**src/rtl/regfile_sb_pkg.sv**
```systemverilog
// Shared constants for the register file / scoreboard and anything that
// talks to it (datapath, hazard unit).
//   XLEN_DEFAULT  : default data word width
//   NREGS_DEFAULT : default architectural register count
//   aw_of()       : address width needed for a given register count
package regfile_sb_pkg;

    localparam int XLEN_DEFAULT  = 32;
    localparam int NREGS_DEFAULT = 32;

    // ceil(log2(n)); NREGS is a power of two, so this is exact.
    function automatic int aw_of(input int n);
        int w;
        for (w = 0; (1 << w) < n; w++) begin
        end
        return w;
    endfunction

endpackage

```
**src/rtl/regfile_sb_rdport.sv**
```systemverilog
// One read port of the register file.
//   regs_flat     : all register contents, register i at [i*XLEN +: XLEN]
//   busy          : scoreboard busy bits (bit 0 is always 0)
//   ra            : read address
//   we/wa/wd      : writeback happening this cycle (bypass source)
//   wr_keeps_busy : writeback target is also being reserved this cycle
//   rd            : read data (combinational)
//   rbusy         : hazard flag for the addressed register (combinational)
module regfile_sb_rdport
    import regfile_sb_pkg::*;
#(
    parameter int XLEN  = XLEN_DEFAULT,
    parameter int NREGS = NREGS_DEFAULT,
    parameter int AW    = aw_of(NREGS)
) (
    input  logic [NREGS*XLEN-1:0] regs_flat,
    input  logic [NREGS-1:0]      busy,
    input  logic [AW-1:0]         ra,
    input  logic                  we,
    input  logic [AW-1:0]         wa,
    input  logic [XLEN-1:0]       wd,
    input  logic                  wr_keeps_busy,
    output logic [XLEN-1:0]       rd,
    output logic                  rbusy
);

    logic ra_zero;
    logic bypass;

    assign ra_zero = (ra == '0);
    assign bypass  = we && (wa == ra) && !ra_zero;

    always_comb begin
        if (ra_zero) begin
            rd = '0;
        end else if (bypass) begin
            rd = wd;
        end else begin
            rd = regs_flat[ra*XLEN +: XLEN];
        end
    end

    // The value arriving this cycle resolves the hazard, unless the same
    // register is being re-reserved by a newer producer.
    assign rbusy = busy[ra] && !(bypass && !wr_keeps_busy);

endmodule

```
**src/rtl/regfile_sb.sv**
```systemverilog
// Register file with integrated scoreboard.
//   clk, reset    : clock, synchronous active-high reset
//   ra / rd       : NRD packed read addresses / read data (bypassed)
//   rbusy         : per-port busy flag of the addressed register
//   we/wa/wd      : writeback; also clears the target's busy bit
//   rsv_en/rsv_a  : reserve a destination register (set busy)
//   rsv_conflict  : registered pulse, reserve hit an already-busy register
//   busy_cnt      : registered number of busy registers
module regfile_sb
    import regfile_sb_pkg::*;
#(
    parameter int XLEN  = XLEN_DEFAULT,
    parameter int NREGS = NREGS_DEFAULT,
    parameter int NRD   = 2,
    localparam int AW   = aw_of(NREGS)
) (
    input  logic                clk,
    input  logic                reset,
    input  logic [NRD*AW-1:0]   ra,
    output logic [NRD*XLEN-1:0] rd,
    output logic [NRD-1:0]      rbusy,
    input  logic                we,
    input  logic [AW-1:0]       wa,
    input  logic [XLEN-1:0]     wd,
    input  logic                rsv_en,
    input  logic [AW-1:0]       rsv_a,
    output logic                rsv_conflict,
    output logic [AW:0]         busy_cnt
);

    // Register 0 has no storage; it is hard-wired to zero.
    logic [XLEN-1:0]       regs_q [NREGS-1:1];
    logic [NREGS-1:0]      busy_q, busy_d;
    logic [AW:0]           busy_cnt_q, busy_cnt_d;
    logic                  rsv_conflict_q, rsv_conflict_d;
    logic [NREGS*XLEN-1:0] regs_flat;
    logic                  wr_keeps_busy;

    assign wr_keeps_busy = we && rsv_en && (rsv_a == wa) && (wa != '0);

    // Writeback clears first, reserve sets last: the newer producer wins.
    always_comb begin
        busy_d = busy_q;
        if (we) begin
            busy_d[wa] = 1'b0;
        end
        if (rsv_en) begin
            busy_d[rsv_a] = 1'b1;
        end
        busy_d[0] = 1'b0;
    end

    always_comb begin
        busy_cnt_d = '0;
        for (int i = 1; i < NREGS; i++) begin
            busy_cnt_d = busy_cnt_d + {{AW{1'b0}}, busy_d[i]};
        end
    end

    assign rsv_conflict_d = rsv_en && (rsv_a != '0) && busy_q[rsv_a]
                            && !(we && (wa == rsv_a));

    always_ff @(posedge clk) begin
        if (reset) begin
            for (int i = 1; i < NREGS; i++) begin
                regs_q[i] <= '0;
            end
            busy_q         <= '0;
            busy_cnt_q     <= '0;
            rsv_conflict_q <= 1'b0;
        end else begin
            for (int i = 1; i < NREGS; i++) begin
                if (we && (wa == AW'(i))) begin
                    regs_q[i] <= wd;
                end
            end
            busy_q         <= busy_d;
            busy_cnt_q     <= busy_cnt_d;
            rsv_conflict_q <= rsv_conflict_d;
        end
    end

    assign rsv_conflict = rsv_conflict_q;
    assign busy_cnt     = busy_cnt_q;

    assign regs_flat[0 +: XLEN] = '0;
    for (genvar g = 1; g < NREGS; g++) begin : g_flat
        assign regs_flat[g*XLEN +: XLEN] = regs_q[g];
    end

    for (genvar k = 0; k < NRD; k++) begin : g_rdport
        regfile_sb_rdport #(
            .XLEN  (XLEN),
            .NREGS (NREGS),
            .AW    (AW)
        ) u_rdport (
            .regs_flat     (regs_flat),
            .busy          (busy_q),
            .ra            (ra[k*AW +: AW]),
            .we            (we),
            .wa            (wa),
            .wd            (wd),
            .wr_keeps_busy (wr_keeps_busy),
            .rd            (rd[k*XLEN +: XLEN]),
            .rbusy         (rbusy[k])
        );
    end

endmodule

```
**config.mk**
```make
export PLATFORM = sky130hd
export DESIGN_NAME = regfile_sb
export DESIGN_NICKNAME = d
export VERILOG_FILES = /design/src/rtl/regfile_sb_pkg.sv /design/src/rtl/regfile_sb_rdport.sv /design/src/rtl/regfile_sb.sv
export SDC_FILE = /design/constraint.sdc
export NUM_CORES = 2
export LEC_CHECK = 0
export BUFFER_PORTS_ARGS = -buffer_cell sky130_fd_sc_hd__buf_2
export CAP_MARGIN = 20
export CORE_MARGIN = 3
export CORE_UTILIZATION = 50
export DETAILED_ROUTE_END_ITERATION = 8
export PLACE_DENSITY = 0.66
export SLEW_MARGIN = 0
export SYNTH_ARGS = -nofsm -noshare
export SYNTH_HDL_FRONTEND = slang
export SYNTH_SLANG_ARGS = --single-unit
```
**constraint.sdc**
```tcl
create_clock -name clk -period 16.1 [get_ports clk]
set_clock_uncertainty 0.15 [all_clocks]
set_input_delay 1.61 -clock clk [delete_from_list [all_inputs] [get_ports clk]]
set_output_delay 1.61 -clock clk [all_outputs]
set_load 0.05 [all_outputs]
```
==> metrics.md <==
| Metric | Value |
|---|---|
| Final max-slew violation count | `0` |
| Clk buf depth | `3` |
| EDFF count, synth | `roughly 990` |
| Die X | `345 um` |
| Tcrit/Tclk final | `between 40% and 50%` |
| RSZ-0062 raised after global routing | `false` |
| Number of iterations in the first detailed-routing pass | `8` |
| Setup TNS | `0 ns` |
| Syn_area_per_cell | `roughly 13 um2` |
| Final WL | `208000 um` |
| TritonCTS Buffers | `110` |
| Tmin final | `around 7.6 ns` |
| Clock Latency Late Sink | `0.70 ns` |
| Post-synthesis cell type count | `57` |
| Worst setup EP type | `output pin` |
| Setup ws final | `between 8 and 9 ns` |
| Run status | `complete, no violations` |
| Half-perimeter wire length after placement | `118000 um` |
| Fin. Hold Viols | `0` |
| Worst EP arrival | `5.80 ns` |
| Slew @ Worst Pin | `1.16 ns` |
| Mapped cell area | `0.0573 mm2` |
| CTS sink cnt | `1030` |
| Synthesized flop and latch total | `1030` |
| Yosys warns | `0` |
| Syn_nets | `4377` |
| Most used DFF post-synth | `edfxtp_1` |
| Global-route wire length before repair | `291000 um` |
| Hold Crit Class | `register to register` |
| CP bufs+invs | `6` |
| Nets | `around 4300` |
| Site Rows | `123` |
| Initial antenna violation count | `19` |
| Worst Setup Path Type | `input port to output pin` |
| Cell count after synthesis | `4291` |
| Postcts setup bufs | `0` |
| # setup viols final | `0` |
| Root Driver | `clkbuf_16` |
| DRT iter0 DRCs | `5739` |
| Fill cells | `9006` |
| CTS clk-pin slew, worst paths | `0.06 ns` |
| Gp weighted congestion | `0.913` |
| Asr flop ratio synth | `0%` |
| Max Cap Viol | `0` |
| Hold_buf cts | `0` |
| Peak supply drop | `0.0914 mV` |
| Vias per cell | `6.75` |
| Synth area leader | `edfxtp_1` |
| Post-route ant nets | `0` |
| Slowest cell on crit path | `and2_1` |
| Pleak | `22.7 nW` |
| CP max FO | `between 80 and 90` |
| Fmax | `132 MHz` |
| Worst path max stage delay | `0.88 ns` |
| WL per Instance | `between 30 and 40 um` |
| Crit path required time | `14.34 ns` |
| Port Buffers | `between 100 and 150` |
| Resize count post-CTS | `0` |
| Overall Global Routing Usage | `35.0%` |
| Crit path cell chain | `buf_8 -> buf_12 -> buf_4 -> and2_1 -> nand2_1 -> nand3_1 -> o21ai_0 -> o41ai_1 -> buf_2 -> buf_4 -> buf_2` |
| DP Worst Slack | `8.09 ns` |
| Crit path max-delay family | `buffers and inverters` |
| Io pins | `129` |
| Startpoint Class | `input port` |
| Seq/Total Area, Yosys | `53.3%` |
| DRC viols | `0` |
| TritonCTS clock tree | `yes` |
| Vias in the first global route | `38800` |
| Die Footprint | `0.119 mm2` |
| Worst hold margin | `0.485 ns` |
| GRT overflow | `0` |
| Die Y | `345 um` |
| Largest net degree at the start of global routing | `110` |
| Share of cells above drive strength 1 | `21.5%` |
| Htree depth | `3` |
| Core Box Area | `0.113 mm2` |
| Synthesis-to-finish area growth | `9.92%` |
| Power Density | `108 mW/mm2` |
| Initial core utilization | `50.7%` |
| Via count | `just under 40000` |
| Top cells by area, synth | `edfxtp_1 52%, mux4_2 12%, and2_1 11%` |
| Yosys top cell area share | `52.0%` |
| Rel. slew slack | `22.6%` |
[synthesized netlist by cell type, drive strengths merged, types with 71 or more instances]
library cell / number
and2: 999
mux2: 105
nor2: 71
edfxtp: 992
a22oi: 141
a21oi: 115
mux4: 306
buf: 160
o22ai: 75
clkbuf: 285
nand2: 131
mux2i: 373
[sequential cells by signal, indices dropped and copies added, names as in the netlist]
| name | cells |
|---|---|
| busy_cnt | 6 |
| regs_q | 992 |
| rsv_conflict | 1 |
| busy_q | 31 |
[cell families (layout without fill, tap and decap cells)]
group,Yosys count,count (layout),share of synthesized area (%)
adder cells (fa/ha/maj),30,30,0.956
XOR/XNOR,18,18,0.275
multiplexers,784,784,20.6
AND/OR/NAND/NOR,1409,1409,14.4
AO/OA/AOI/OAI,551,551,6.61
buffers and inverters,469,483,3.80
flip-flops,1030,1030,53.3
other,0,13,0
[report_power, final]
group	switching, W	internal (W)	leakage (nW)	total (W)
combinational	0.000636	0.000326	11.1	0.000962
clock	0.00111	0.00155	1.81	0.00266
sequential	0.0000736	0.00308	9.76	0.00316
[metrics by stage]
step	std cells	total power [W]	instance area (um2)	util, %
3_3_place_gp	5594	0.00413	59200	52.3
4_1_cts	5802	0.00676	62900	55.6
3_5_place_dp	5597	0.00415	59200	52.3
5_1_grt	5807	0.00693	63000	55.7
2_1_floorplan	4291	0.00381	57300	-
6_report	5818	0.00678	63000	55.7
[worst register-to-register path, cell delays in order (launching register included)]
cell	delay (ns)
dfxtp_1	0.38
a22oi_1	0.30
fa_1	0.55
fa_1	0.58
fa_1	0.44
fa_1	0.57
fa_1	0.43
fa_1	0.45
fa_1	0.43
fa_1	0.47
inv_1	0.07
a21o_1	0.11
a21oi_1	0.07
xor2_1	0.15
nor2_1	0.05
[layout make-up]
cell class | instances | area [um2] | share of cell area [%]
Clock buffer | 134 | 2890 | 4.59
Multi-Input combinational cell | 2792 | 25000 | 39.7
Inverter | 24 | 90.1 | 0.143
Antenna cell | 13 | 32.5 | 0.0516
Sequential cell | 1030 | 30500 | 48.5
Tap cell | 1500 | 1880 | 2.98
Timing Repair Buffer | 254 | 1720 | 2.73
Clock inverter | 71 | 815 | 1.29
[cells in the final DEF (no fill, tap or decap), types with 6 or more instances in the layout]
cell        count
a211oi_1        9
a21oi_1       115
a221oi_1       46
a22o_1         67
a22oi_1       141
a311o_1         9
a31oi_1        10
a32o_1          6
and2_1        998
buf_2         124
buf_4         118
bufinv_16      17
clkbuf_1       20
clkbuf_16     111
clkinv_1       14
clkinv_2       28
clkinvlp_4      7
dfxtp_1        38
diode_2        13
edfxtp_1      992
fa_1           23
ha_1            7
inv_1          24
mux2_2        105
mux2i_1       373
mux4_2        306
nand2_1       131
nand2b_1       14
nand2b_2       27
nand3_1        50
nor2_1         36
nor2_4         33
nor2b_1        47
nor2b_2         6
nor3_1         13
nor4_1         16
o21ai_0        54
o22ai_1        75
xnor2_1        16
[worst paths after layout]
kind              slack (ns)                      to  depth (start not counted)             startpoint
setup / recovery        8.54                  rd[30]                         11                  ra[0]
hold reg to reg         0.48   busy_q[17]$_SDFF_PP0_                          2  busy_q[17]$_SDFF_PP0_
hold / removal          0.48   busy_q[17]$_SDFF_PP0_                          2  busy_q[17]$_SDFF_PP0_
setup reg to reg       10.78  busy_cnt[4]$_SDFF_PP0_                         14  busy_q[28]$_SDFF_PP0_
[layer usage]
metal	part of all wire [%]	global-route usage [%]
met5	0.027	0
met4	4.7	15.3
met3	13	10.3
met2	45	53.0
met1	37	46.9
No activity file was read; power rests on OpenSTA's default activity.
